**src/rtl/adder_arbiter.sv**
```systemverilog
// Round-robin front end for one shared combinational adder: grants one requester
// per cycle and captures the adder result in a single-entry response register.
module adder_arbiter #(
  parameter int N_REQ = 4,
  parameter int W     = 8,
  parameter int IDW   = $clog2(N_REQ)
) (
  input  logic               clk,
  input  logic               rst,
  input  logic [N_REQ-1:0]   req_valid,
  input  logic [N_REQ*W-1:0] req_a,
  input  logic [N_REQ*W-1:0] req_b,
  input  logic [N_REQ-1:0]   req_cin,
  output logic [N_REQ-1:0]   req_ready,
  output logic [W-1:0]       add_a,
  output logic [W-1:0]       add_b,
  output logic               add_cin,
  input  logic [W-1:0]       add_sum,
  input  logic               add_cout,
  output logic               rsp_valid,
  input  logic               rsp_ready,
  output logic [IDW-1:0]     rsp_id,
  output logic [W-1:0]       rsp_sum,
  output logic               rsp_cout,
  output logic [15:0]        ops_count,
  output logic               busy
);

  localparam logic [0:0] ST_EMPTY = 1'b0;
  localparam logic [0:0] ST_FULL  = 1'b1;

  logic [0:0]     state_q, state_d;
  logic [IDW-1:0] ptr_q, ptr_d;
  logic [IDW-1:0] id_q, id_d;
  logic [W-1:0]   sum_q, sum_d;
  logic           cout_q, cout_d;
  logic [15:0]    cnt_q, cnt_d;

  logic           hit;
  logic [IDW-1:0] win_id;
  logic           slot_free;
  logic           grant;

  // Scan from ptr upward; N_REQ is a power of two so the IDW-bit sum wraps for free.
  always_comb begin
    // NOTE: every always_comb output gets a default first so no path can infer a latch.
    hit    = 1'b0;
    win_id = '0;
    for (int k = 0; k < N_REQ; k++) begin
      if (!hit && req_valid[ptr_q + IDW'(k)]) begin
        hit    = 1'b1;
        win_id = ptr_q + IDW'(k);
      end
    end
  end

  // A full slot can be refilled in the same cycle it drains.
  assign slot_free = (state_q == ST_EMPTY) || rsp_ready;
  assign grant     = hit && slot_free && !rst;

  always_comb begin
    req_ready = '0;
    add_a     = '0;
    add_b     = '0;
    add_cin   = 1'b0;
    if (grant) begin
      req_ready[win_id] = 1'b1;
      add_a             = req_a[win_id*W +: W];
      add_b             = req_b[win_id*W +: W];
      add_cin           = req_cin[win_id];
    end
  end

  always_comb begin
    state_d = state_q;
    ptr_d   = ptr_q;
    id_d    = id_q;
    sum_d   = sum_q;
    cout_d  = cout_q;
    cnt_d   = cnt_q;
    if (grant) begin
      state_d = ST_FULL;
      ptr_d   = win_id + IDW'(1);
      id_d    = win_id;
      sum_d   = add_sum;
      cout_d  = add_cout;
      cnt_d   = cnt_q + 16'd1;
    end else if (state_q == ST_FULL && rsp_ready) begin
      state_d = ST_EMPTY;
    end
  end

  always_ff @(posedge clk) begin
    // NOTE: sequential state uses non-blocking assignments so every register samples pre-edge values.
    if (rst) begin
      state_q <= ST_EMPTY;
      ptr_q   <= '0;
      id_q    <= '0;
      sum_q   <= '0;
      cout_q  <= 1'b0;
      cnt_q   <= '0;
    end else begin
      state_q <= state_d;
      ptr_q   <= ptr_d;
      id_q    <= id_d;
      sum_q   <= sum_d;
      cout_q  <= cout_d;
      cnt_q   <= cnt_d;
    end
  end

  assign rsp_valid = (state_q == ST_FULL);
  assign rsp_id    = id_q;
  assign rsp_sum   = sum_q;
  assign rsp_cout  = cout_q;
  assign ops_count = cnt_q;
  assign busy      = rsp_valid || (|req_valid);

endmodule
```
**config.mk**
```make
export PLATFORM = sky130hd
export DESIGN_NAME = adder_arbiter
export DESIGN_NICKNAME = d
export VERILOG_FILES = /design/src/rtl/adder_arbiter.sv
export SDC_FILE = /design/constraint.sdc
export NUM_CORES = 1
export LEC_CHECK = 0
export CAP_MARGIN = 20
export CORE_MARGIN = 4
export CORE_UTILIZATION = 35
export CTS_CLUSTER_SIZE = 10
export DETAILED_ROUTE_END_ITERATION = 10
export HOLD_SLACK_MARGIN = 0.15
export PLACE_DENSITY = 0.87
export SLEW_MARGIN = 20
export SYNTH_ARGS = -nofsm -noshare
export SYNTH_HDL_FRONTEND = slang
export SYNTH_SLANG_ARGS = --single-unit
```
**constraint.sdc**
```tcl
create_clock -name clk -period 3 [get_ports clk]
set_clock_uncertainty 0.05 [all_clocks]
set_input_delay 0.6 -clock clk [delete_from_list [all_inputs] [get_ports clk]]
set_output_delay 0.6 -clock clk [all_outputs]
set_load 0.01 [all_outputs]
```
==> metrics.txt, run 1 <==
status=finished, final reports clean; root buffer cell=clkbuf_8; Ports=roughly 130; CTS tree=done; synth unique cells=30; WP depth=10; Starting Density=0.361; crit start category=primary input; Longest Clk Path Bufs=2; Fmax=between 0.3 and 0.4 GHz; Die H=80.6 um; area share of the leading cell type in the synthesized netlist=0.326; CP top delay family=buffers and inverters; Post-Syn Nets=305; vias per inst=4.86; RSZ-0062 raised after global routing=no; final hold viol count=0; crit end category=output pin; drt first pass iters=4; H-tree Lvls=2; Pwr per Cell Area=433 mW/mm2; post-layout min period=between 2000 and 3000 ps; count of pins over their slew limit=0; Gate Count Post-Synth=~220; hold path cells=2; vias=roughly 2100; Worst Setup Slack post-DPL=-539 ps; DRC Markers=0; final weighted congestion in routability-driven placement=between 0.7 and 0.8; Worst EP arrival=roughly 2300 ps; Core Box Area=0.00511 mm2; CP Max Fanout=5; CTS Hold Bufs=0; max cap viols=0; First DRT Iteration DRCs=81; post-layout util=0.699; Area Growth Syn to Fin=93.5%; register area share after synthesis=0.326; clk_lat worst skew=between 200 and 300 ps; ys flop type=dfxtp_1; ANT cells=0; gr usage total=0.193; initial antenna violation count=0; row cnt=26; Tot Pwr=about 1.5 mW; CP Buf/Inv Count=6; Synth Warn #=0; final antenna-violating net count=0; share of layout cells above drive strength 1=0.136; setup violators final=0; Reg2Reg Depth=9; Slowest cell on crit path=dlygate4sd2_1; wirelength, routed=around 6.6 mm; die area=between 0.006 and 0.007 mm2; Critical Path RT=around 2400 ps; crit path from=req_valid[0]; Die X=80.6 um; Critical Path, Cell by Cell=dlygate4sd2_1 > buf_4 > a21oi_2 > o22ai_1 > buf_4 > inv_2 > nand2_2 > buf_4 > o22ai_1 > clkdlybuf4s15_2; Tcrit/Tclk final=0.966; GRT Residual Overflow=0; worst vdd ir=between 300 and 400 uV; CTS clk-pin slew, worst paths=approximately 60 ps; slew at the pin with the worst max-slew slack=approximately 290 ps; RR Startpoint=ptr_q[1]; final worst slack=about 100 ps; final hold slack=approximately 410 ps; port bufs=between 100 and 150; Crit path top cell by count=buf_4; cell leakage power=approximately 1.5 nW; async set-or-reset flop fraction in the synthesized netlist=0; pin count of the biggest net entering global routing=31; wire length per cell=15.0 um; Final Net Count=between 400 and 500; Detail Placement HPWL=just over 5 mm; #FFs+latches synth=30; syn avg cell area=between 8 and 9 um2; CTS sink cnt=30; CTS Buf Count=5; Hold WC Path Type=flip-flop to flip-flop; Netlist Area Pre-Place=between 0.0015 and 0.002 mm2; area leader, netlist=dfxtp_1; Post-synth EDFFs=0; Slew HR=0.806; first-pass GRT wire length=~9.6 mm; hold_sp=rsp_id[1]; WS Path Type=primary input to output pin; synth top area cells=dfxtp_1 33%, mux2i_1 19%, xor2_1 6.2%, o22ai_1 6.1%, nand2b_1 4.4%; fill count=between 400 and 500; slowest cell delay on critical path=270 ps; Setup Total Neg Slack=0 ps; vias in the first global route=roughly 2000
[cells by family after synthesis]
family / after synthesis / synth area share
and+or+nand+nor: 77 / 0.216
buffers and inverters: 18 / 0.0488
adders and majority gates: 5 / 0.0339
muxes: 36 / 0.196
DFF: 30 / 0.326
xor gates and xnor gates: 14 / 0.0665
AOI/OAI and AO/OA: 36 / 0.113
[cell type report]
type	instances	area, um2	share of cell area
multi-input cells	168	1190	0.333
well taps	70	87.6	0.0245
flip-flops and latches	30	601	0.168
repair buffers	159	1540	0.430
clock buffers	6	82.6	0.0231
inverters	4	15.0	0.00421
clock inverters	2	60.1	0.0168
[worst reg2reg max path, delay by kind of cell (launching register included)]
family	cells	cell delay, ps
compound gates	4	490
fa+ha+maj	1	270
buf+inv	3	350
flops	1	450
simple gates	1	50
[cells in the mapped netlist, types with 4 or more instances]
library cell	number
nor2_1	16
mux2i_1	35
nand2_1	21
ha_1	5
o21ai_0	11
nand4_1	7
a21oi_1	5
nand2b_1	13
o22ai_1	18
xor2_1	13
clkbuf_1	8
and2_1	6
dfxtp_1	30
nand3_1	4
[sequential cells by signal (all words and copies together) (netlist names)]
name,flops
ops_count,16
rsp_sum,8
ptr_q,2
rsp_id,2
rsp_cout,1
rsp_valid,1
[repair_timing]
item / in CTS / in global routing
setup endpoints to repair: 21 / 16
pin swaps: 1 / 1
gates cloned: 1 / 0
resized for setup: 35 / 14
buffers inserted: 2 / 0
[metrics by stage]
step	std cells	cell area, um2
3_5_place_dp	428	3390
5_1_grt	439	3570
2_1_floorplan	216	1840
3_3_place_gp	428	3390
4_1_cts	439	3570
6_report	439	3570
[layout by cell type, fill, tap and decap left out, types with 7 or more instances in the layout]
cell	n
buf_4	23
clkdlybuf4s50_1	108
dfxtp_1	30
dlygate4sd2_1	14
mux2i_1	34
nand2_1	18
nand2b_1	13
nand4_1	7
nor2_1	16
o21ai_0	11
o22ai_1	18
xor2_1	13
[final timing paths]
path | to | slack (ps)
hold / removal | rsp_id[1] | 410
hold reg to reg | rsp_id[1] | 410
setup reg to reg | ptr_q[1] | 1220
setup / recovery | add_a[3] | 100
[report_power, final]
part           total, mW  switching (mW)  leakage [nW]  internal, mW
Sequential         0.447          0.0225         0.246         0.425
Combinational      0.591           0.244          1.22         0.348
Clock              0.506           0.152        0.0714         0.354
Total               1.54           0.418          1.54          1.13
[routing by layer]
layer,track usage,part of all wire
met5,0,0
met4,0.0524,0.0099
met3,0.0493,0.064
met2,0.349,0.53
met1,0.221,0.39
No activity file was read; power rests on OpenSTA's default activity.
==> run 2: changes to the inputs <==
--- a/config.mk
+++ b/config.mk
@@ -11,7 +11,7 @@
 export CTS_CLUSTER_SIZE = 10
 export DETAILED_ROUTE_END_ITERATION = 10
 export HOLD_SLACK_MARGIN = 0.15
-export PLACE_DENSITY = 0.87
+export PLACE_DENSITY = 0.82
 export SLEW_MARGIN = 20
 export SYNTH_ARGS = -nofsm -noshare
 export SYNTH_HDL_FRONTEND = slang
==> run 2 against run 1 <==
First-iteration DRC count decreased by 22%. Sequential power decreased by 1%. Wire length decreased by 4.4%. Critical endpoint is now req_ready[3]. Highest routed layer unchanged.
==> metrics.txt, run 2 (same netlist as run 1, synthesis figures left out) <==
status=finished, final reports clean; CTS Buf Count=5; root buffer cell=clkbuf_8; H-tree Lvls=2; setup violators final=0; gr usage total=0.189; Worst EP arrival=roughly 2200 ps; Placed Cells=427; Largest register FFs=16; vias in the first global route=approximately 2100; CTS tree=done; final antenna-violating net count=0; ANT cells=0; first-pass GRT wire length=slightly below 10 mm; vias per inst=slightly below 5; drt first pass iters=4; Area Growth Syn to Fin=91.0%; post-layout min period=2880 ps; pin count of the biggest net entering global routing=32; CTS clk-pin slew, worst paths=roughly 60 ps; wirelength, routed=~6.3 mm; CP Max Fanout=10; commonest non-fill, non-tap cell in the layout=clkdlybuf4s50_1; filler-free cell count of the finished design=439; Hold WC Path Type=flip-flop to flip-flop; worst vdd ir=~230 uV; Fmax=0.347 GHz; final hold viol count=0; Die H=just over 80 um; First DRT Iteration DRCs=63; Longest Clk Path Bufs=2; CTS sink cnt=30; port bufs=~130; Setup Total Neg Slack=0 ps; cell leakage power=between 1.5 and 2 nW; post-layout util=0.690; GRT Residual Overflow=0; count of pins over their slew limit=0; die area=between 0.006 and 0.007 mm2; Critical Path RT=~2400 ps; Core Box Area=about 0.005 mm2; leading cell types in the layout, fill and taps excluded=108 x clkdlybuf4s50_1, 35 x mux2i_1, 30 x dfxtp_1, 22 x buf_4, 18 x nand2_1; Die X=80.6 um; Starting Density=0.361; share of layout cells above drive strength 1=0.157; Tcrit/Tclk final=0.960; Slew HR=0.800; Ports=around 130; RSZ-0062 raised after global routing=no; Tot Pwr=~1.4 mW; initial antenna violation count=0; vias=2119; crit start category=primary input; final weighted congestion in routability-driven placement=between 0.7 and 0.8; wire length per cell=14.3 um; crit end category=output pin; slew at the pin with the worst max-slew slack=299 ps; row cnt=26; Detail Placement HPWL=about 4.9 mm; Pwr per Cell Area=a little under 400 mW/mm2; clk_lat worst skew=280 ps; Final Net Count=~460; max cap viols=0; WS Path Type=primary input to output pin; DRC Markers=0
==> run 2: worst paths after layout <==
path / slack (ps) / to / start / cells past startpoint
worst max-delay path: 120 / req_ready[3] / req_valid[0] / 10
worst min-delay path: 400 / rsp_id[1] / rsp_id[1] / 2
worst max register to register: 1260 / ptr_q[1] / ptr_q[1] / 9
worst min register to register: 400 / rsp_id[1] / rsp_id[1] / 2
==> run 2: cell type report <==
cell class,count,area [um2]
flip-flops and latches,30,601
repair buffers,159,1540
inverters,4,15.0
multi-input cells,168,1190
clock buffers,7,86.3
well taps,70,87.6
fillers,432,1580
clock inverters,1,5.00
==> run 2: metrics by stage <==
step                setup WS, ps  instance area (um2)  hold slack [ps]
detailed placement          -524                 3380              396
global route                1.59                 3520              416
global placement            -434                 3380              383
floorplan                    517                 1840              417
finish                       120                 3520              402
CTS                         62.4                 3520              406
==> run 2: metal layers <==
layer  global-route usage  part of all wire
met5                    0                 0
met4               0.0490             0.011
met3               0.0381             0.044
met2                0.326              0.52
met1                0.239              0.43
==> run 2: critical path, cell delays in order <==
cell	delay, ps
clkdlybuf4s15_1	230
buf_4	130
a21oi_1	50
o21a_1	180
o22ai_2	190
inv_2	80
buf_12	150
ha_1	180
and2_1	130
dlygate4sd2_1	290
==> run 2: repair_timing <==
item | CTS | global route
hold buffers | 0 | 0
setup endpoints to repair | 21 | 9
buffers inserted | 3 | 0
pin swaps | 4 | 1
resized for setup | 71 | 1
gates cloned | 1 | 0
==> run 2: where the power goes <==
part / switching [mW] / internal, mW / leakage, nW
registers: 0.0173 / 0.425 / 0.246
logic: 0.247 / 0.355 / 1.22
clock network: 0.145 / 0.185 / 0.0482
